<file path="src/rtl/fifo_rd_pkg.sv">
// fifo_rd_pkg: shared types and widths for the FIFO read-side drain controller.
//   rd_state_t   FSM encoding (IDLE / RUN / DRAIN)
//   WIDX_W       word-index width, sized for the largest legal burst (256)
//   FRAME_CNT_W  completed-frame counter width
//   STAT_W       width of the optional statistics counters
//   sat_inc      saturating increment for the statistics counters
package fifo_rd_pkg;

  typedef enum logic [1:0] {
    ST_IDLE  = 2'd0,
    ST_RUN   = 2'd1,
    ST_DRAIN = 2'd2
  } rd_state_t;

  localparam int MAX_BURST   = 256;
  localparam int WIDX_W      = $clog2(MAX_BURST);
  localparam int FRAME_CNT_W = 16;
  localparam int STAT_W      = 32;

  function automatic logic [STAT_W-1:0] sat_inc(input logic [STAT_W-1:0] v);
    return (&v) ? v : v + STAT_W'(1);
  endfunction

endpackage

</file>
<file path="src/rtl/fifo_rd_skid.sv">
// fifo_rd_skid: 2-entry {last,data} skid buffer between the FIFO pop and the
// registered output stream. Entry 0 is always the head.
//   clk, rst     clock, synchronous active-high reset
//   push         write {push_last, push_data} (ignored when full)
//   pop          remove the head (ignored when empty)
//   occ          occupancy 0..2
//   head_last    last flag of the head entry
//   head_data    data of the head entry (0 after reset)
module fifo_rd_skid #(
  parameter int DSIZE = 16
) (
  input  logic             clk,
  input  logic             rst,
  input  logic             push,
  input  logic             push_last,
  input  logic [DSIZE-1:0] push_data,
  input  logic             pop,
  output logic [1:0]       occ,
  output logic             head_last,
  output logic [DSIZE-1:0] head_data
);

  logic [DSIZE:0] ent0, ent1;
  logic           do_push, do_pop;

  assign do_pop  = pop & (occ != 2'd0);
  assign do_push = push & (occ != 2'd2);

  always_ff @(posedge clk) begin
    if (rst) begin
      occ  <= 2'd0;
      ent0 <= '0;
      ent1 <= '0;
    end else begin
      case ({do_push, do_pop})
        2'b11: begin
          // Simultaneous push/pop only reaches here with occ==1 (push is
          // blocked at 2), so the new word simply replaces the head.
          ent0 <= {push_last, push_data};
        end
        2'b01: begin
          ent0 <= ent1;
          occ  <= occ - 2'd1;
        end
        2'b10: begin
          if (occ == 2'd0) ent0 <= {push_last, push_data};
          else             ent1 <= {push_last, push_data};
          occ <= occ + 2'd1;
        end
        default: ;
      endcase
    end
  end

  assign head_last = ent0[DSIZE];
  assign head_data = ent0[DSIZE-1:0];

endmodule

</file>
<file path="src/rtl/fifo_rd_ctrl.sv">
// fifo_rd_ctrl: read-side drain controller for the dual-clock FIFO (rclk
// domain). Pops words from a first-word-fall-through FIFO whenever there is
// buffer room, frames them into BURST_LEN-word bursts and presents them on a
// registered valid/ready stream with a last flag.
// Optional feature macro: FIFO_RD_STATS_EN adds pop_cnt / stall_cnt.
// Ports:
//   rclk, rrst            clock, synchronous active-high reset
//   rd_en                 run enable (stop honoured at the frame boundary)
//   fifo_rdata/rempty     FIFO head word / empty flag
//   fifo_error_r          FIFO read-side error, latched into err_sticky
//   fifo_rinc             pop strobe to the FIFO (combinational)
//   m_data/valid/last     output stream, m_ready is the downstream accept
//   err_clr/err_sticky    sticky error clear / flag (set wins)
//   frame_cnt             completed frames, wraps
//   busy                  FSM active or words still buffered
//   pop_cnt, stall_cnt    (FIFO_RD_STATS_EN) saturating pop / stall counters
module fifo_rd_ctrl
  import fifo_rd_pkg::*;
#(
  parameter int DSIZE     = 16,
  parameter int BURST_LEN = 16
) (
  input  logic                   rclk,
  input  logic                   rrst,
  input  logic                   rd_en,
  input  logic [DSIZE-1:0]       fifo_rdata,
  input  logic                   fifo_rempty,
  input  logic                   fifo_error_r,
  output logic                   fifo_rinc,
  output logic [DSIZE-1:0]       m_data,
  output logic                   m_valid,
  output logic                   m_last,
  input  logic                   m_ready,
  input  logic                   err_clr,
  output logic                   err_sticky,
  output logic [FRAME_CNT_W-1:0] frame_cnt,
  output logic                   busy
`ifdef FIFO_RD_STATS_EN
  ,
  output logic [STAT_W-1:0]      pop_cnt,
  output logic [STAT_W-1:0]      stall_cnt
`endif
);

  localparam logic [WIDX_W-1:0] WIDX_LAST = WIDX_W'(BURST_LEN - 1);

  rd_state_t         state, state_nxt;
  logic [WIDX_W-1:0] widx;
  logic [1:0]        occ;
  logic              at_last, can_pop, head_last, accept;

  assign at_last = (widx == WIDX_LAST);
  assign can_pop = ~fifo_rempty & (occ != 2'd2) & ~rrst;
  assign accept  = m_valid & m_ready;

  // State register
  always_ff @(posedge rclk) begin
    if (rrst) state <= ST_IDLE;
    else      state <= state_nxt;
  end

  // Next state
  always_comb begin
    state_nxt = state;
    case (state)
      ST_IDLE:  if (rd_en) state_nxt = ST_RUN;
      ST_RUN:   if (!rd_en) state_nxt = (widx == '0) ? ST_IDLE : ST_DRAIN;
      ST_DRAIN: if (fifo_rinc && at_last) state_nxt = ST_IDLE;
      default:  state_nxt = ST_IDLE;
    endcase
  end

  // Outputs: in RUN, a stop request at a frame boundary must not start a
  // new frame, so the pop is suppressed on that exit cycle.
  always_comb begin
    fifo_rinc = 1'b0;
    case (state)
      ST_RUN:   fifo_rinc = can_pop & (rd_en | (widx != '0));
      ST_DRAIN: fifo_rinc = can_pop;
      default:  fifo_rinc = 1'b0;
    endcase
  end

  always_ff @(posedge rclk) begin
    if (rrst)           widx <= '0;
    else if (fifo_rinc) widx <= at_last ? '0 : widx + WIDX_W'(1);
  end

  fifo_rd_skid #(.DSIZE(DSIZE)) u_skid (
    .clk       (rclk),
    .rst       (rrst),
    .push      (fifo_rinc),
    .push_last (at_last),
    .push_data (fifo_rdata),
    .pop       (m_ready),
    .occ       (occ),
    .head_last (head_last),
    .head_data (m_data)
  );

  assign m_valid = (occ != 2'd0);
  assign m_last  = m_valid & head_last;
  assign busy    = (state != ST_IDLE) | m_valid;

  always_ff @(posedge rclk) begin
    if (rrst)                  frame_cnt <= '0;
    else if (accept && m_last) frame_cnt <= frame_cnt + FRAME_CNT_W'(1);
  end

  // Set has priority over clear so an error coinciding with a clear is kept.
  always_ff @(posedge rclk) begin
    if (rrst)              err_sticky <= 1'b0;
    else if (fifo_error_r) err_sticky <= 1'b1;
    else if (err_clr)      err_sticky <= 1'b0;
  end

`ifdef FIFO_RD_STATS_EN
  always_ff @(posedge rclk) begin
    if (rrst) begin
      pop_cnt   <= '0;
      stall_cnt <= '0;
    end else begin
      if (fifo_rinc)          pop_cnt   <= sat_inc(pop_cnt);
      if (m_valid && !m_ready) stall_cnt <= sat_inc(stall_cnt);
    end
  end
`endif

endmodule

</file>
<file path="config.mk">
export PLATFORM = sky130hd
export DESIGN_NAME = fifo_rd_ctrl
export DESIGN_NICKNAME = d
export VERILOG_FILES = /design/src/rtl/fifo_rd_pkg.sv /design/src/rtl/fifo_rd_skid.sv /design/src/rtl/fifo_rd_ctrl.sv
export SDC_FILE = /design/constraint.sdc
export NUM_CORES = 1
export LEC_CHECK = 0
export BUFFER_PORTS_ARGS = -buffer_cell sky130_fd_sc_hd__buf_2
export CAP_MARGIN = 20
export CORE_UTILIZATION = 54
export CTS_CLUSTER_DIAMETER = 60
export DETAILED_ROUTE_END_ITERATION = 10
export PLACE_DENSITY = 0.79
export SLEW_MARGIN = 10
export SYNTH_ARGS = -nofsm -noshare
export SYNTH_HDL_FRONTEND = slang
export SYNTH_HIERARCHICAL = 1
export SYNTH_SLANG_ARGS = --single-unit
</file>
<file path="constraint.sdc">
create_clock -name rclk -period 2.6 [get_ports rclk]
set_input_delay 0.65 -clock rclk [delete_from_list [all_inputs] [get_ports rclk]]
set_output_delay 0.65 -clock rclk [all_outputs]
set_load 0.03 [all_outputs]
</file>
=== After elaboration in Yosys (flattened, before gate mapping) ===
Index checks and enable logic that the tools add are counted.

* Eq/ne operators: 11
* Bitwise operators: 11
* Add/subtract/negate cells: 4
* Reduce and logical (&&, ||, !) cells: 14
* Mux-type cells: 12

{| class="wikitable"
|+ Operator list
! kind !! number
|-
| $pmux 17 s3 || 1
|-
| $mux 17 || 1
|-
| $add 16x1->16 const B || 1
|-
| $add 8x1->8 const B || 1
|-
| $eq 8x4->1 const B || 1
|-
| $logic_not 8->1 || 1
|-
| $mux 2 || 4
|-
| $mux 8 || 1
|-
| $ne 2x2->1 const B || 4
|-
| $reduce_bool 2->1 || 4
|-
| $reduce_bool 8->1 || 1
|-
| $and 1x1->1 || 6
|-
| $eq 2x2->1 const B || 3
|-
| $pmux 2 s3 || 1
|-
| $eq 2x1->1 const B || 2
|-
| $logic_not 2->1 || 2
|-
| $pmux 2 s2 || 1
|-
| $reduce_and 2->1 || 2
|-
| $not 1->1 || 3
|-
| $reduce_and 3->1 || 1
|-
| $reduce_bool 3->1 || 1
|-
| $add 2x1->2 const B || 1
|-
| $logic_and 1x1->1 || 2
|-
| $mux 1 || 2
|-
| other kinds (4) || 5
|}

* Flip-flop bits (word level): 63
* Output and inout bits: 37
* Logic and storage cells: 59
* Input port bits: 23

=== Depth between registers and ports, before layout ===
Gate-level depths: netlist (run 1).

* Depth in word-level cells: 9
* Depth in mapped cells: 13

=== By module ===
Netlist (run 1), hierarchy kept.

{| class="wikitable"
|+ Modules (own cells, without submodules)
! module !! cells each !! area an instance (µm²) !! instances
|-
| fifo_rd_skid || 170 || 1,579.0 || 1
|-
| fifo_rd_ctrl || 150 || 1,370.1 || 1
|}

=== Worst setup path before layout (run 1) ===
No wires, ideal clock.

* Path kind: input to register
* Start: in fifo_rempty
* End: reg u_skid.ent1[0]
* Setup time: 71 ps
* Data arrival time: 2,361 ps
* Buffers on the path: 3
* Path slack: 168 ps
* Data required time: 2,529 ps
* Stages: 12
* Cells stage by stage: nor2_1 > o2111a_2 > o31a_1 > buf_6 > o21ai_0 > inv_1 > ha_1 > o21a_1 > clkbuf_1 > buf_2 > nand2_1 > a21oi_1

* Cells in the longest elaborated chain, start to end: 8

{| class="wikitable"
|+ Ends and longest elaborated chain
! item !! line !! text
|-
| start: declaration || fifo_rd_ctrl.sv:27 || <nowiki>input logic fifo_rempty,</nowiki>
|-
| $not 1->1 * || fifo_rd_ctrl.sv:53 || <nowiki>assign can_pop = ~fifo_rempty & (occ != 2'd2) & ~rrst;</nowiki>
|-
| $and 1x1->1 * (2 in series) || fifo_rd_ctrl.sv:53 ||
|-
| $and 1x1->1 || fifo_rd_ctrl.sv:78 || <nowiki>ST_RUN: fifo_rinc = can_pop & (rd_en | (widx != '0));</nowiki>
|-
| $pmux 1 s2 * || fifo_rd_ctrl.sv:77 || <nowiki>case (state)</nowiki>
|-
| net fifo_rinc || fifo_rd_ctrl.sv:29 || <nowiki>output logic fifo_rinc,</nowiki>
|-
| $and 1x1->1 * || fifo_rd_skid.sv:27 || <nowiki>assign do_push = push & (occ != 2'd2);</nowiki>
|-
| $eq 2x2->1 * || fifo_rd_skid.sv:35 || <nowiki>case ({do_push, do_pop})</nowiki>
|-
| $reduce_and 2->1 (no line) * || n/a ||
|-
| end signal: assignment || fifo_rd_skid.sv:47 || <nowiki>else ent1 <= {push_last, push_data};</nowiki>
|-
| end: declaration || fifo_rd_skid.sv:23 || <nowiki>logic [DSIZE:0] ent0, ent1;</nowiki>
|}

Mark *: on every way through the listed nets, which the timed path passes. The rest lies on a longest branch.
A chain may end at the register's enable or synchronous reset.

=== Final worst setup path (run 1) ===
* Start: reg state[0]
* End: out fifo_rinc

* Cells in the longest elaborated chain, start to end: 2

{| class="wikitable"
|+ Ends and longest elaborated chain
! item !! line !! text
|-
| start: declaration || fifo_rd_ctrl.sv:47 || <nowiki>rd_state_t state, state_nxt;</nowiki>
|-
| start signal: assignment || fifo_rd_ctrl.sv:59 || <nowiki>else state <= state_nxt;</nowiki>
|-
| $eq 2x2->1 / $eq 2x1->1 (equally long branches) || fifo_rd_ctrl.sv:77 ||
|-
| $pmux 1 s2 * || fifo_rd_ctrl.sv:77 ||
|-
| end: declaration || fifo_rd_ctrl.sv:29 ||
|}

Every way passes the cells marked *; elsewhere a longest branch is shown, timed or not.

==> results of run 1 <==
==> area by class of cell <==
type / count / share of cell area
multi-input combinational: 228 / 0.441
sequential: 63 / 0.361
timing repair buffer: 69 / 0.110
clock buffer: 12 / 0.0444
tap: 70 / 0.0250
inverter: 10 / 0.0107
clock inverter: 4 / 0.00823
==> where the power goes <==
group          leakage, nW  switching [mW]  internal, mW  total (mW)
Combinational        0.832           0.510         0.306       0.815
Sequential           0.509          0.0683          1.06        1.13
Clock               0.0890           0.378         0.400       0.777
==> Yosys cell counts <==
master / instances
sky130_fd_sc_hd__inv_1: 9
sky130_fd_sc_hd__nand3_1: 7
sky130_fd_sc_hd__nor2b_1: 1
sky130_fd_sc_hd__or3_1: 4
sky130_fd_sc_hd__or2_1: 1
sky130_fd_sc_hd__and2_4: 1
sky130_fd_sc_hd__ha_1: 8
sky130_fd_sc_hd__nand2_2: 1
sky130_fd_sc_hd__o21ai_0: 5
sky130_fd_sc_hd__a221oi_2: 1
sky130_fd_sc_hd__nor3_1: 17
sky130_fd_sc_hd__xnor2_1: 2
sky130_fd_sc_hd__a211oi_2: 10
sky130_fd_sc_hd__a41oi_2: 1
sky130_fd_sc_hd__o31a_1: 1
sky130_fd_sc_hd__xor2_1: 15
sky130_fd_sc_hd__o21ai_4: 1
sky130_fd_sc_hd__a311oi_2: 1
sky130_fd_sc_hd__clkbuf_1: 7
sky130_fd_sc_hd__o211ai_4: 1
sky130_fd_sc_hd__o2111a_2: 1
sky130_fd_sc_hd__nand2b_1: 5
sky130_fd_sc_hd__buf_6: 4
sky130_fd_sc_hd__a21oi_1: 22
sky130_fd_sc_hd__a211oi_1: 7
sky130_fd_sc_hd__nor3b_2: 1
sky130_fd_sc_hd__nand4_1: 6
sky130_fd_sc_hd__o21a_1: 1
sky130_fd_sc_hd__nand2_1: 41
sky130_fd_sc_hd__buf_1: 2
sky130_fd_sc_hd__and3_1: 6
sky130_fd_sc_hd__dfxtp_1: 63
sky130_fd_sc_hd__and2_1: 3
sky130_fd_sc_hd__and4_1: 1
sky130_fd_sc_hd__o21ai_1: 1
sky130_fd_sc_hd__a31o_2: 1
sky130_fd_sc_hd__inv_2: 1
sky130_fd_sc_hd__buf_2: 6
sky130_fd_sc_hd__nand3b_1: 1
sky130_fd_sc_hd__nor3_2: 1
sky130_fd_sc_hd__nor4_4: 1
sky130_fd_sc_hd__nor2_1: 27
sky130_fd_sc_hd__mux2i_1: 24
==> cell families (layout without fill, tap and decap cells) <==
group                    count (synthesis)  count (layout)  synth area share
adder cells (fa/ha/maj)                  8               8            0.0339
flip-flops                              63              63             0.428
buffers and inverters                   29              95            0.0496
multiplexers                            24              24            0.0815
XOR/XNOR                                17              17            0.0505
AO/OA/AOI/OAI                           54              54             0.149
AND/OR/NAND/NOR                        125             125             0.208
==> flip-flops by register name (all words and copies together), names as in the netlist <==
name	cells
widx	8
err_sticky	1
state	2
frame_cnt	16
u_skid/occ	2
u_skid/ent0	17
u_skid/ent1	17
==> what timing repair did <==
action                                  CTS  global route
setup buffers                             0             1
resized for setup                         0             1
endpoints found under the setup margin    0             1
==> layout by cell type, fill, tap and decap left out, types with 2 or more instances in the layout <==
| cell | instances |
|---|---|
| sky130_fd_sc_hd__dfxtp_1 | 63 |
| sky130_fd_sc_hd__a211oi_1 | 7 |
| sky130_fd_sc_hd__inv_1 | 9 |
| sky130_fd_sc_hd__and2_1 | 3 |
| sky130_fd_sc_hd__nand3_1 | 7 |
| sky130_fd_sc_hd__xnor2_1 | 2 |
| sky130_fd_sc_hd__o21ai_0 | 5 |
| sky130_fd_sc_hd__and3_1 | 6 |
| sky130_fd_sc_hd__nor2_1 | 27 |
| sky130_fd_sc_hd__nand2b_1 | 5 |
| sky130_fd_sc_hd__buf_2 | 58 |
| sky130_fd_sc_hd__a211oi_2 | 10 |
| sky130_fd_sc_hd__or3_1 | 4 |
| sky130_fd_sc_hd__clkbuf_8 | 11 |
| sky130_fd_sc_hd__mux2i_1 | 24 |
| sky130_fd_sc_hd__a21oi_1 | 22 |
| sky130_fd_sc_hd__nor3_1 | 17 |
| sky130_fd_sc_hd__ha_1 | 8 |
| sky130_fd_sc_hd__nand2_1 | 41 |
| sky130_fd_sc_hd__buf_4 | 9 |
| sky130_fd_sc_hd__clkinvlp_4 | 2 |
| sky130_fd_sc_hd__nand4_1 | 6 |
| sky130_fd_sc_hd__xor2_1 | 15 |
==> per-layer routing <==
layer	GRT usage	vias up	wire, um
met2	0.399	64	2950
li1	-	1229	-
met4	0.0788	0	98
met3	0.0735	11	336
met5	0	-	0
met1	0.267	1180	2750
==> worst register-to-register path: stages (launching register included) <==
cell and delay [ns]:
sky130_fd_sc_hd__dfxtp_1 0.37, sky130_fd_sc_hd__inv_1 0.09, sky130_fd_sc_hd__ha_1 0.25, sky130_fd_sc_hd__o2111a_2 0.31
sky130_fd_sc_hd__o31a_1 0.13, sky130_fd_sc_hd__o21ai_0 0.11, sky130_fd_sc_hd__ha_1 0.19, sky130_fd_sc_hd__buf_4 0.30
sky130_fd_sc_hd__mux2i_1 0.29, sky130_fd_sc_hd__a211oi_2 0.10
==> worst max-delay path by stage <==
stage	start	slack (ns)	end	cells past startpoint
detailed placement	fifo_rempty	0.24	u_skid/ent0[15]$_SDFFE_PP0P_	9
CTS	state[0]$_SDFFE_PP0P_	0.07	fifo_rinc	6
finish	state[0]$_SDFFE_PP0P_	0.10	fifo_rinc	6
global placement	fifo_rempty	0.31	fifo_rinc	6
floorplan	fifo_rempty	0.17	u_skid/ent1[0]$_SDFFE_PP0P_	12
global route	state[1]$_SDFFE_PP0P_	0.01	fifo_rinc	6
==> out/summary.log, run 1 <==
INFO  clock_tree     clock_path_buffers=2
INFO  layout         synthToLayoutAreaGrowth=18.6%
INFO  layout         final_cell_utilization_of_the_core=0.676
INFO  global_routing antenna_found_initial=0
INFO  synth          yosys_warnings=6
INFO  timing         relSlewSlack=0.534
INFO  die            dieHeight=75.9um
INFO  detailed_routing dr.pass1.iters=4
INFO  place          placed_cell_area=3300um^2
INFO  layout         area.sequential=1260um^2
INFO  layout         filler_cell_count=453
INFO  clock_tree     clk_pin_slew_worst_paths=0.07ns
INFO  global_routing grt_first_pass_wirelength=10.6mm
INFO  hold_path      timing.hold.worst_path_depth=2
INFO  setup_path     critical_path.reg2reg.endpoint=u_skid/ent0[9]$_SDFFE_PP0P_
INFO  setup_path     worstPathCellList=inv_1 -> ha_1 -> o2111a_2 -> o31a_1 -> buf_4 -> clkbuf_4
INFO  place          buffer_ports.inserted=59
INFO  setup_path     critPathArrivalTime=1.85ns
INFO  place          gp_congestion=0.773
INFO  setup_path     timing.rr.start=state[0]$_SDFFE_PP0P_
INFO  detailed_routing avgRoutedWirePerCell=13.5um
INFO  die            rows=26
INFO  detailed_routing routed-via-count=2484
INFO  setup_path     timing_worst_setup_path_type=register to output port
INFO  die            die_w=75.9um
INFO  synth          yosys-top-cells-area=sky130_fd_sc_hd__dfxtp_1, sky130_fd_sc_hd__mux2i_1, sky130_fd_sc_hd__nand2_1
INFO  timing         postLayoutSetupSlackWorst=0.101ns
INFO  setup_path     cp_required=1.95ns
INFO  clock_tree     worst_skew_pair.late_latency=0.34ns
INFO  layout         final_layout_size_suffix_gt1_frac=0.277
INFO  synth          synth.cell_area=2950um^2
INFO  setup_path     cell_family_with_most_cp_delay=buffers and inverters
INFO  die            start_util=0.570
INFO  detailed_routing finalWirelength=6.14mm
INFO  synth          post_synth.cell_area_avg=9.22um^2
INFO  hold_path      worst_hold_path_type=register to register
INFO  clock_tree     h-tree-depth=3
INFO  clock_tree     cts_tree=done
INFO  detailed_routing drc=0
INFO  timing         drv_slew=0
INFO  place          hpwlAfterDp=4.03mm
INFO  die            core_area=5170um^2
INFO  setup_path     cp_num_buf_inv=3
INFO  global_routing first_global_vias=2400
INFO  timing         worst_pin_slew=0.699ns
INFO  power_and_ir_drop p_leak=1.43nW
INFO  clock_tree     hold_buffers=0
INFO  synth          synth_top_cell_by_area=sky130_fd_sc_hd__dfxtp_1
INFO  layout         multi_input_logic_area=1540um^2
INFO  timing         timing.clock.skew=0.00639ns
INFO  setup_path     setup.reg_to_reg.worst_slack=0.33ns
INFO  layout         final_nets=412
INFO  power_and_ir_drop overall_power=2.72mW
INFO  timing         final.min_clock_period=2.50ns
INFO  timing         final_min_period_over_clock_period=0.961
INFO  setup_path     worst_r2r_path_depth=9
INFO  place          dpl_worst_slack=0.237ns
INFO  die            die-area=5760um^2
INFO  clock_tree     clk_root_buffer_cell=sky130_fd_sc_hd__clkbuf_8
INFO  synth          synthesis.instances=320
INFO  layout         n_antenna_cell=0
INFO  timing         hold_violations=0
INFO  timing         fmax=400MHz
INFO  timing         report.final.setup_viol=0
INFO  clock_tree     cts_inserted_buffers=9
INFO  die            ioPinCount=60
INFO  setup_path     cpMaxStageDelayCell=sky130_fd_sc_hd__dfxtp_1
INFO  global_routing grt_max_degree=66
INFO  flow_run       max_cap_violations=0
INFO  power_and_ir_drop total_power_density_per_cell_area=778nW/um^2
INFO  synth          yosysUniqueCellTypes=43
INFO  clock_tree     numClockSinks=63
INFO  global_routing gr-total-overflow=0
INFO  synth          synth_seq_area_share=0.428
INFO  setup_path     critPathLaunchType=register
INFO  layout         layoutNonFillerInstCount=456
INFO  setup_path     worst_setup_path_end_kind=output port
INFO  layout         post-route-cell-area=3500um^2
INFO  power_and_ir_drop vdd_drop_max=0.563mV
INFO  status         outcome=completed
INFO  place          dpl.cell_count=439
INFO  synth          synth_seq_cells=63
INFO  synth          synthesis.nets=351
INFO  hold_path      hold_start=u_skid/ent1[6]$_SDFFE_PP0P_
INFO  hold_path      timing.hold.worst_endpoint=u_skid/ent1[6]$_SDFFE_PP0P_
INFO  detailed_routing count_of_nets_left_with_antenna_violations_after_detail_routing=0
INFO  setup_path     critical_path.max_fanout=6
INFO  setup_path     worst_path_largest_cell_delay=0.37ns
INFO  detailed_routing detail_route.vias_per_cell=5.45
INFO  timing         rsz0062_at_grt=no
INFO  timing         fin_worst_hold_slack=0.458ns
INFO  timing         final.setup.tns=0ns
INFO  detailed_routing detailedRoute.firstIterationViolations=138
INFO  synth          synthDominantCellAreaShare=0.428
INFO  global_routing groute.usage.overall=0.230
(Power assumes the default switching activity.)
==> run 2, diff against run 1 <==
--- a/config.mk
+++ b/config.mk
@@ -10,7 +10,7 @@
 export CORE_UTILIZATION = 54
 export CTS_CLUSTER_DIAMETER = 60
 export DETAILED_ROUTE_END_ITERATION = 10
-export PLACE_DENSITY = 0.79
+export PLACE_DENSITY_LB_ADDON = 0.1
 export SLEW_MARGIN = 10
 export SYNTH_ARGS = -nofsm -noshare
 export SYNTH_HDL_FRONTEND = slang
==> run 2 against run 1 <==
  * Combinational power is 0.9% higher
  * Register-to-register slack worse by 0.09 ns
  * Critical path depth stayed put
==> out/summary.log, run 2 (synthesis gave the netlist of run 1 again) <==
INFO  status         outcome=completed [unchanged]
INFO  place          gp_congestion=0.779 [was 0.773]
INFO  layout         final_nets=415 [was 412]
INFO  clock_tree     clk_pin_slew_worst_paths=0.07ns [about the same]
INFO  setup_path     critPathArrivalTime=1.81ns [was 1.85 ns]
INFO  layout         final_cell_mix=sky130_fd_sc_hd__dfxtp_1, sky130_fd_sc_hd__buf_2, sky130_fd_sc_hd__nand2_1 [unchanged]
INFO  timing         final.setup.tns=0ns [unchanged]
INFO  timing         fmax=407MHz [was 400 MHz]
INFO  setup_path     critPathLaunchType=register [unchanged]
INFO  clock_tree     h-tree-depth=3 [unchanged]
INFO  die            die_w=75.9um [unchanged]
INFO  timing         fin_worst_hold_slack=0.452ns [was 0.458 ns]
INFO  global_routing grt_first_pass_wirelength=9.95mm [was 10.6 mm]
INFO  timing         timing.clock.skew=0.00669ns [was 0.00639 ns]
INFO  global_routing antenna_found_initial=0 [unchanged]
INFO  power_and_ir_drop vdd_drop_max=0.458mV [was 0.563 mV]
INFO  detailed_routing routed-via-count=2382 [was 2484]
INFO  detailed_routing detail_route.vias_per_cell=5.19 [was 5.45]
INFO  global_routing gr-total-overflow=0 [unchanged]
INFO  flow_run       max_cap_violations=0 [unchanged]
INFO  clock_tree     hold_buffers=0 [unchanged]
INFO  layout         synthToLayoutAreaGrowth=18.7% [was 18.6%]
INFO  hold_path      worst_hold_path_type=register to register [unchanged]
INFO  detailed_routing finalWirelength=5.83mm [was 6.14 mm]
INFO  timing         worst_pin_slew=0.717ns [was 0.699 ns]
INFO  power_and_ir_drop total_power_density_per_cell_area=765nW/um^2 [was 778 nW/um^2]
INFO  timing         report.final.setup_viol=0 [unchanged]
INFO  clock_tree     numClockSinks=63 [unchanged]
INFO  layout         largest_registers=u_skid/ent0 (17), u_skid/ent1 (17), frame_cnt (16) [unchanged]
INFO  hold_path      timing.hold.worst_path_depth=2 [unchanged]
INFO  clock_tree     cts_tree=done [unchanged]
INFO  place          buffer_ports.inserted=59 [unchanged]
INFO  die            core_area=5170um^2 [unchanged]
INFO  layout         post-route-cell-area=3500um^2 [about the same]
INFO  die            rows=26 [unchanged]
INFO  hold_path      hold_start=u_skid/ent1[9]$_SDFFE_PP0P_ [was u_skid/ent1[6]$_SDFFE_PP0P_]
INFO  clock_tree     cts_inserted_buffers=9 [unchanged]
INFO  setup_path     timing.rr.start=state[0]$_SDFFE_PP0P_ [unchanged]
INFO  detailed_routing drc=0 [unchanged]
INFO  layout         final_cell_utilization_of_the_core=0.677 [was 0.676]
INFO  setup_path     critical_path.max_fanout=6 [unchanged]
INFO  clock_tree     clk_root_buffer_cell=sky130_fd_sc_hd__clkbuf_8 [unchanged]
INFO  timing         drv_slew=0 [unchanged]
INFO  die            die-area=5760um^2 [unchanged]
INFO  clock_tree     worst_skew_pair.late_latency=0.33ns [was 0.34 ns]
INFO  place          hpwlAfterDp=3.79mm [was 4.03 mm]
INFO  setup_path     critical_path.reg2reg.endpoint=u_skid/occ[1]$_SDFFE_PP0P_ [was u_skid/ent0[9]$_SDFFE_PP0P_]
INFO  timing         final.min_clock_period=2.46ns [was 2.50 ns]
INFO  setup_path     cp_required=1.95ns [about the same]
INFO  layout         mostFrequentLayoutCell=sky130_fd_sc_hd__dfxtp_1 [unchanged]
INFO  power_and_ir_drop p_leak=1.44nW [was 1.43 nW]
INFO  clock_tree     clock_path_buffers=2 [unchanged]
INFO  die            dieHeight=75.9um [unchanged]
INFO  layout         filler_cell_count=433 [was 453]
INFO  layout         n_antenna_cell=0 [unchanged]
INFO  detailed_routing dr.pass1.iters=4 [unchanged]
INFO  global_routing groute.usage.overall=0.218 [was 0.230]
INFO  setup_path     setup.reg_to_reg.worst_slack=0.24ns [was 0.33 ns]
INFO  timing         hold_violations=0 [unchanged]
INFO  global_routing grt_max_degree=66 [unchanged]
INFO  detailed_routing avgRoutedWirePerCell=12.7um [was 13.5 um]
INFO  setup_path     worst_r2r_path_depth=10 [was 9]
INFO  detailed_routing detailedRoute.firstIterationViolations=97 [was 138]
INFO  layout         final_layout_size_suffix_gt1_frac=0.280 [was 0.277]
INFO  timing         rsz0062_at_grt=no [unchanged]
INFO  setup_path     timing_worst_setup_path_type=register to output port [unchanged]
INFO  detailed_routing count_of_nets_left_with_antenna_violations_after_detail_routing=0 [unchanged]
INFO  global_routing first_global_vias=2210 [was 2400]
INFO  timing         final_min_period_over_clock_period=0.945 [was 0.961]
INFO  die            ioPinCount=60 [unchanged]
INFO  hold_path      timing.hold.worst_endpoint=u_skid/ent1[9]$_SDFFE_PP0P_ [was u_skid/ent1[6]$_SDFFE_PP0P_]
INFO  setup_path     worst_setup_path_end_kind=output port [unchanged]
INFO  place          placed_cell_area=3310um^2 [was 3300 um^2]
INFO  die            start_util=0.570 [unchanged]
INFO  timing         relSlewSlack=0.522 [was 0.534]
## run 2: per-stage QoR
stage                     setup WS (ns)  std cells  power [mW]
after global placement            0.288        442        1.95
after floorplan                   0.168        320        1.77
after CTS                         0.102        458        2.71
after global routing             0.0380        459        2.83
final                             0.143        459        2.68
after detailed placement          0.225        442        1.96
## run 2: report_power, final
group          internal (mW)  switching (mW)  leakage [nW]
Clock                  0.395           0.352        0.0894
Combinational          0.306           0.516         0.845
Sequential              1.06          0.0497         0.509
## run 2: metal layers
metal  share of wire  routed length (um)  GRT usage  vias up
li1                -                   -          -     1230
met1            0.48                2810      0.252     1095
met2            0.47                2710      0.367       53
met3           0.042                 244     0.0867        4
met4          0.0098                  57     0.0750        0
met5               0                   0          0        -
## run 2: cell type report
cell class | instances | area, um^2 | area share
inverters | 10 | 37.5 | 0.0107
flip-flops and latches | 63 | 1260 | 0.360
clock inverters | 3 | 17.5 | 0.00501
clock buffers | 13 | 159 | 0.0454
well taps | 70 | 87.6 | 0.0250
repair buffers | 72 | 395 | 0.113
multi-input cells | 228 | 1540 | 0.440
## run 2: worst max path at each step
stage	start	endpoint	slack (ns)	cells past startpoint
6_report	state[0]$_SDFFE_PP0P_	fifo_rinc	0.14	6
5_1_grt	state[1]$_SDFFE_PP0P_	fifo_rinc	0.04	6
4_1_cts	state[0]$_SDFFE_PP0P_	fifo_rinc	0.10	6
3_5_place_dp	fifo_rempty	u_skid/occ[1]$_SDFFE_PP0P_	0.23	9
3_3_place_gp	fifo_rempty	u_skid/ent0[12]$_SDFFE_PP0P_	0.29	9
2_1_floorplan	fifo_rempty	u_skid/ent1[0]$_SDFFE_PP0P_	0.17	12
## run 2: worst max-delay path, stage by stage, from the launching register on
cell and delay [ns]:
sky130_fd_sc_hd__dfxtp_1 0.36, sky130_fd_sc_hd__inv_1 0.07, sky130_fd_sc_hd__ha_1 0.27, sky130_fd_sc_hd__o2111a_2 0.24
sky130_fd_sc_hd__o31a_1 0.17, sky130_fd_sc_hd__buf_4 0.16, sky130_fd_sc_hd__clkbuf_4 0.20
## run 2: what timing repair did
item / CTS / global route
setup endpoints to repair: 0 / 1
setup buffers: 0 / 1
gates resized for setup: 0 / 1
==> run 3, diff against run 2 <==
--- a/config.mk
+++ b/config.mk
@@ -7,10 +7,11 @@
 export LEC_CHECK = 0
 export BUFFER_PORTS_ARGS = -buffer_cell sky130_fd_sc_hd__buf_2
 export CAP_MARGIN = 20
+export CORE_MARGIN = 2
 export CORE_UTILIZATION = 54
 export CTS_CLUSTER_DIAMETER = 60
 export DETAILED_ROUTE_END_ITERATION = 10
-export PLACE_DENSITY_LB_ADDON = 0.1
+export PLACE_DENSITY = 0.76
 export SLEW_MARGIN = 10
 export SYNTH_ARGS = -nofsm -noshare
 export SYNTH_HDL_FRONTEND = slang
==> constraint.sdc (replaced) <==
create_clock -name rclk -period 2.6 [get_ports rclk]
set_input_delay 0.52 -clock rclk [delete_from_list [all_inputs] [get_ports rclk]]
set_output_delay 0.52 -clock rclk [all_outputs]
set_load 0.03 [all_outputs]
==> run 3 against run 2 <==
  * Wire length rose by 3.2%
  * Sequential share of layout area fell by 0.051 points
  * Via count rose by 3.0%
  * Cell count fell by 0.65%
  * Global-route usage fell by 0.76 points
  * Largest power group unchanged
==> out/summary.log, run 3 (synthesis gave the netlist of run 1 again) <==
INFO  clock_tree     clk_root_buffer_cell=sky130_fd_sc_hd__clkbuf_8 [unchanged]
INFO  global_routing gr-total-overflow=0 [unchanged]
INFO  flow_run       max_cap_violations=0 [unchanged]
INFO  layout         final_cell_utilization_of_the_core=0.673 [was 0.677]
INFO  die            start_util=0.567 [was 0.570]
INFO  global_routing global_route.peak_usage_layer=met2 [unchanged]
INFO  detailed_routing avgRoutedWirePerCell=13.2um [was 12.7 um]
INFO  setup_path     critPathLaunchType=register [unchanged]
INFO  power_and_ir_drop p_leak=1.44nW [about the same]
INFO  setup_path     worst_r2r_path_depth=8 [was 10]
INFO  clock_tree     hold_buffers=0 [unchanged]
INFO  timing         final.min_clock_period=2.37ns [was 2.46 ns]
INFO  layout         final_layout_size_suffix_gt1_frac=0.280 [about the same]
INFO  clock_tree     cts.repair_timing.setup_buffer_count=0 [unchanged]
INFO  global_routing global_route.usage.met1=0.258 [was 0.252]
INFO  die            dieHeight=77.9um [was 75.9 um]
INFO  detailed_routing detailedRoute.firstIterationViolations=113 [was 97]
INFO  hold_path      worst_hold_path_type=input pin to register [was register to register]
INFO  setup_path     critical_path.reg2reg.endpoint=u_skid/occ[1]$_SDFFE_PP0P_ [unchanged]
INFO  layout         final_cell_mix=sky130_fd_sc_hd__dfxtp_1, sky130_fd_sc_hd__buf_2, sky130_fd_sc_hd__nand2_1 [unchanged]
INFO  clock_tree     clk_pin_slew_worst_paths=0.06ns [was 0.07 ns]
INFO  power_and_ir_drop overall_power=2.79mW [was 2.68 mW]
INFO  place          dpl_worst_slack=0.369ns [was 0.225 ns]
INFO  detailed_routing dr.pass1.iters=4 [unchanged]
INFO  timing         postLayoutSetupSlackWorst=0.227ns [was 0.143 ns]
INFO  clock_tree     postCtsResizedCells=0 [unchanged]
INFO  hold_path      timing.hold.worst_endpoint=err_sticky$_SDFFE_PP0P_ [was u_skid/ent1[9]$_SDFFE_PP0P_]
INFO  detailed_routing finalWirelength=6.01mm [was 5.83 mm]
INFO  hold_path      hold_start=fifo_error_r [was u_skid/ent1[9]$_SDFFE_PP0P_]
INFO  layout         layoutNonFillerInstCount=456 [was 459]
INFO  global_routing met2_usage=0.346 [was 0.367]
INFO  global_routing first_global_vias=2224 [was 2210]
INFO  die            core_area=5200um^2 [was 5170 um^2]
INFO  global_routing antenna_found_initial=0 [unchanged]
INFO  detailed_routing routed-via-count=2454 [was 2382]
INFO  detailed_routing count_of_nets_left_with_antenna_violations_after_detail_routing=0 [unchanged]
INFO  clock_tree     worst_skew_pair.late_latency=0.34ns [was 0.33 ns]
INFO  setup_path     cp_required=2.08ns [was 1.95 ns]
INFO  die            die_w=77.9um [was 75.9 um]
INFO  die            rows=26 [unchanged]
INFO  timing         relSlewSlack=0.523 [was 0.522]
INFO  global_routing grt_max_degree=66 [unchanged]
INFO  timing         fin_worst_hold_slack=0.393ns [was 0.452 ns]
INFO  timing         fmax=421MHz [was 407 MHz]
INFO  setup_path     critPathArrivalTime=1.85ns [was 1.81 ns]
INFO  setup_path     setup.reg_to_reg.worst_slack=0.36ns [was 0.24 ns]
INFO  clock_tree     numClockSinks=63 [unchanged]
INFO  timing         worst_pin_slew=0.716ns [was 0.717 ns]
INFO  setup_path     critical_path.max_fanout=6 [unchanged]
INFO  place          dpl.cell_count=440 [was 442]
INFO  layout         synthToLayoutAreaGrowth=18.8% [was 18.7%]
INFO  global_routing grt_first_pass_wirelength=10.3mm [was 9.95 mm]
INFO  power_and_ir_drop total_power_density_per_cell_area=796nW/um^2 [was 765 nW/um^2]
INFO  detailed_routing drc=0 [unchanged]
INFO  clock_tree     cts_inserted_buffers=9 [unchanged]
INFO  timing         report.final.setup_viol=0 [unchanged]
INFO  detailed_routing detail_route.vias_per_cell=5.38 [was 5.19]
INFO  layout         post-route-cell-area=3500um^2 [about the same]
INFO  hold_path      timing.hold.worst_path_depth=3 [was 2]
INFO  global_routing grt_util_met3=0.0686 [was 0.0867]
INFO  setup_path     timing.rr.start=widx[4]$_SDFFE_PP0P_ [was state[0]$_SDFFE_PP0P_]
INFO  setup_path     worst_setup_path_end_kind=output port [unchanged]
INFO  die            die-area=6070um^2 [was 5760 um^2]
INFO  global_routing groute.usage.overall=0.211 [was 0.218]
INFO  status         outcome=completed [unchanged]
INFO  place          hpwlAfterDp=4.01mm [was 3.79 mm]
INFO  timing         final.setup.tns=0ns [unchanged]
INFO  clock_tree     cts_tree=done [unchanged]
INFO  layout         mostFrequentLayoutCell=sky130_fd_sc_hd__dfxtp_1 [unchanged]
INFO  timing         final_min_period_over_clock_period=0.913 [was 0.945]
INFO  place          placed_cell_area=3310um^2 [about the same]
INFO  layout         final_nets=412 [was 415]
INFO  timing         timing.clock.skew=0.0129ns [was 0.00669 ns]
INFO  power_and_ir_drop vdd_drop_max=0.516mV [was 0.458 mV]
INFO  layout         largest_registers=u_skid/ent0 (17), u_skid/ent1 (17), frame_cnt (16) [unchanged]
INFO  clock_tree     h-tree-depth=3 [unchanged]
INFO  clock_tree     clock_path_buffers=2 [unchanged]
INFO  timing         rsz0062_at_grt=no [unchanged]
INFO  die            ioPinCount=60 [unchanged]
INFO  place          gp_congestion=0.784 [was 0.779]
INFO  setup_path     timing_worst_setup_path_type=register to output port [unchanged]
INFO  place          buffer_ports.inserted=59 [unchanged]
INFO  timing         hold_violations=0 [unchanged]
INFO  timing         drv_slew=0 [unchanged]
INFO  layout         n_antenna_cell=0 [unchanged]
## run 3: final cells by class
type / instances / area (um^2)
fill: 466 / 1700
timing repair buffer: 69 / 383
sequential: 63 / 1260
clock buffer: 9 / 124
clock inverter: 7 / 70.1
tap: 70 / 87.6
multi-input combinational: 228 / 1540
inverter: 10 / 37.5
## run 3: critical path: stages (launching register included)
cell and delay, ns:
sky130_fd_sc_hd__dfxtp_1 0.36, sky130_fd_sc_hd__inv_1 0.08, sky130_fd_sc_hd__ha_1 0.28, sky130_fd_sc_hd__o2111a_2 0.25
sky130_fd_sc_hd__o31a_1 0.18, sky130_fd_sc_hd__buf_4 0.17, sky130_fd_sc_hd__buf_2 0.21
## run 3: power breakdown
| group | internal [mW] | switching [mW] |
|---|---|---|
| logic | 0.311 | 0.518 |
| clock network | 0.444 | 0.395 |
| registers | 1.06 | 0.0638 |
| total | 1.81 | 0.977 |
## run 3: worst max-delay path by stage
| stage | startpoint | endpoint | slack [ns] | cells past startpoint |
|---|---|---|---|---|
| final | state[0]$_SDFFE_PP0P_ | fifo_rinc | 0.23 | 6 |
| after global routing | state[0]$_SDFFE_PP0P_ | fifo_rinc | 0.10 | 6 |
| after CTS | state[0]$_SDFFE_PP0P_ | fifo_rinc | 0.20 | 6 |
| after detailed placement | widx[4]$_SDFFE_PP0P_ | u_skid/ent0[8]$_SDFFE_PP0P_ | 0.37 | 8 |
| after global placement | fifo_rempty | u_skid/occ[1]$_SDFFE_PP0P_ | 0.46 | 9 |
| after floorplan | state[0]$_SDFFE_PP0P_ | u_skid/ent0[10]$_SDFFE_PP0P_ | 0.22 | 11 |
## run 3: per-layer routing
layer / wire [um] / vias to the layer above
li1: - / 1235
met5: 0 / -
met1: 2750 / 1143
met2: 2800 / 67
met4: 81 / 0
met3: 381 / 9
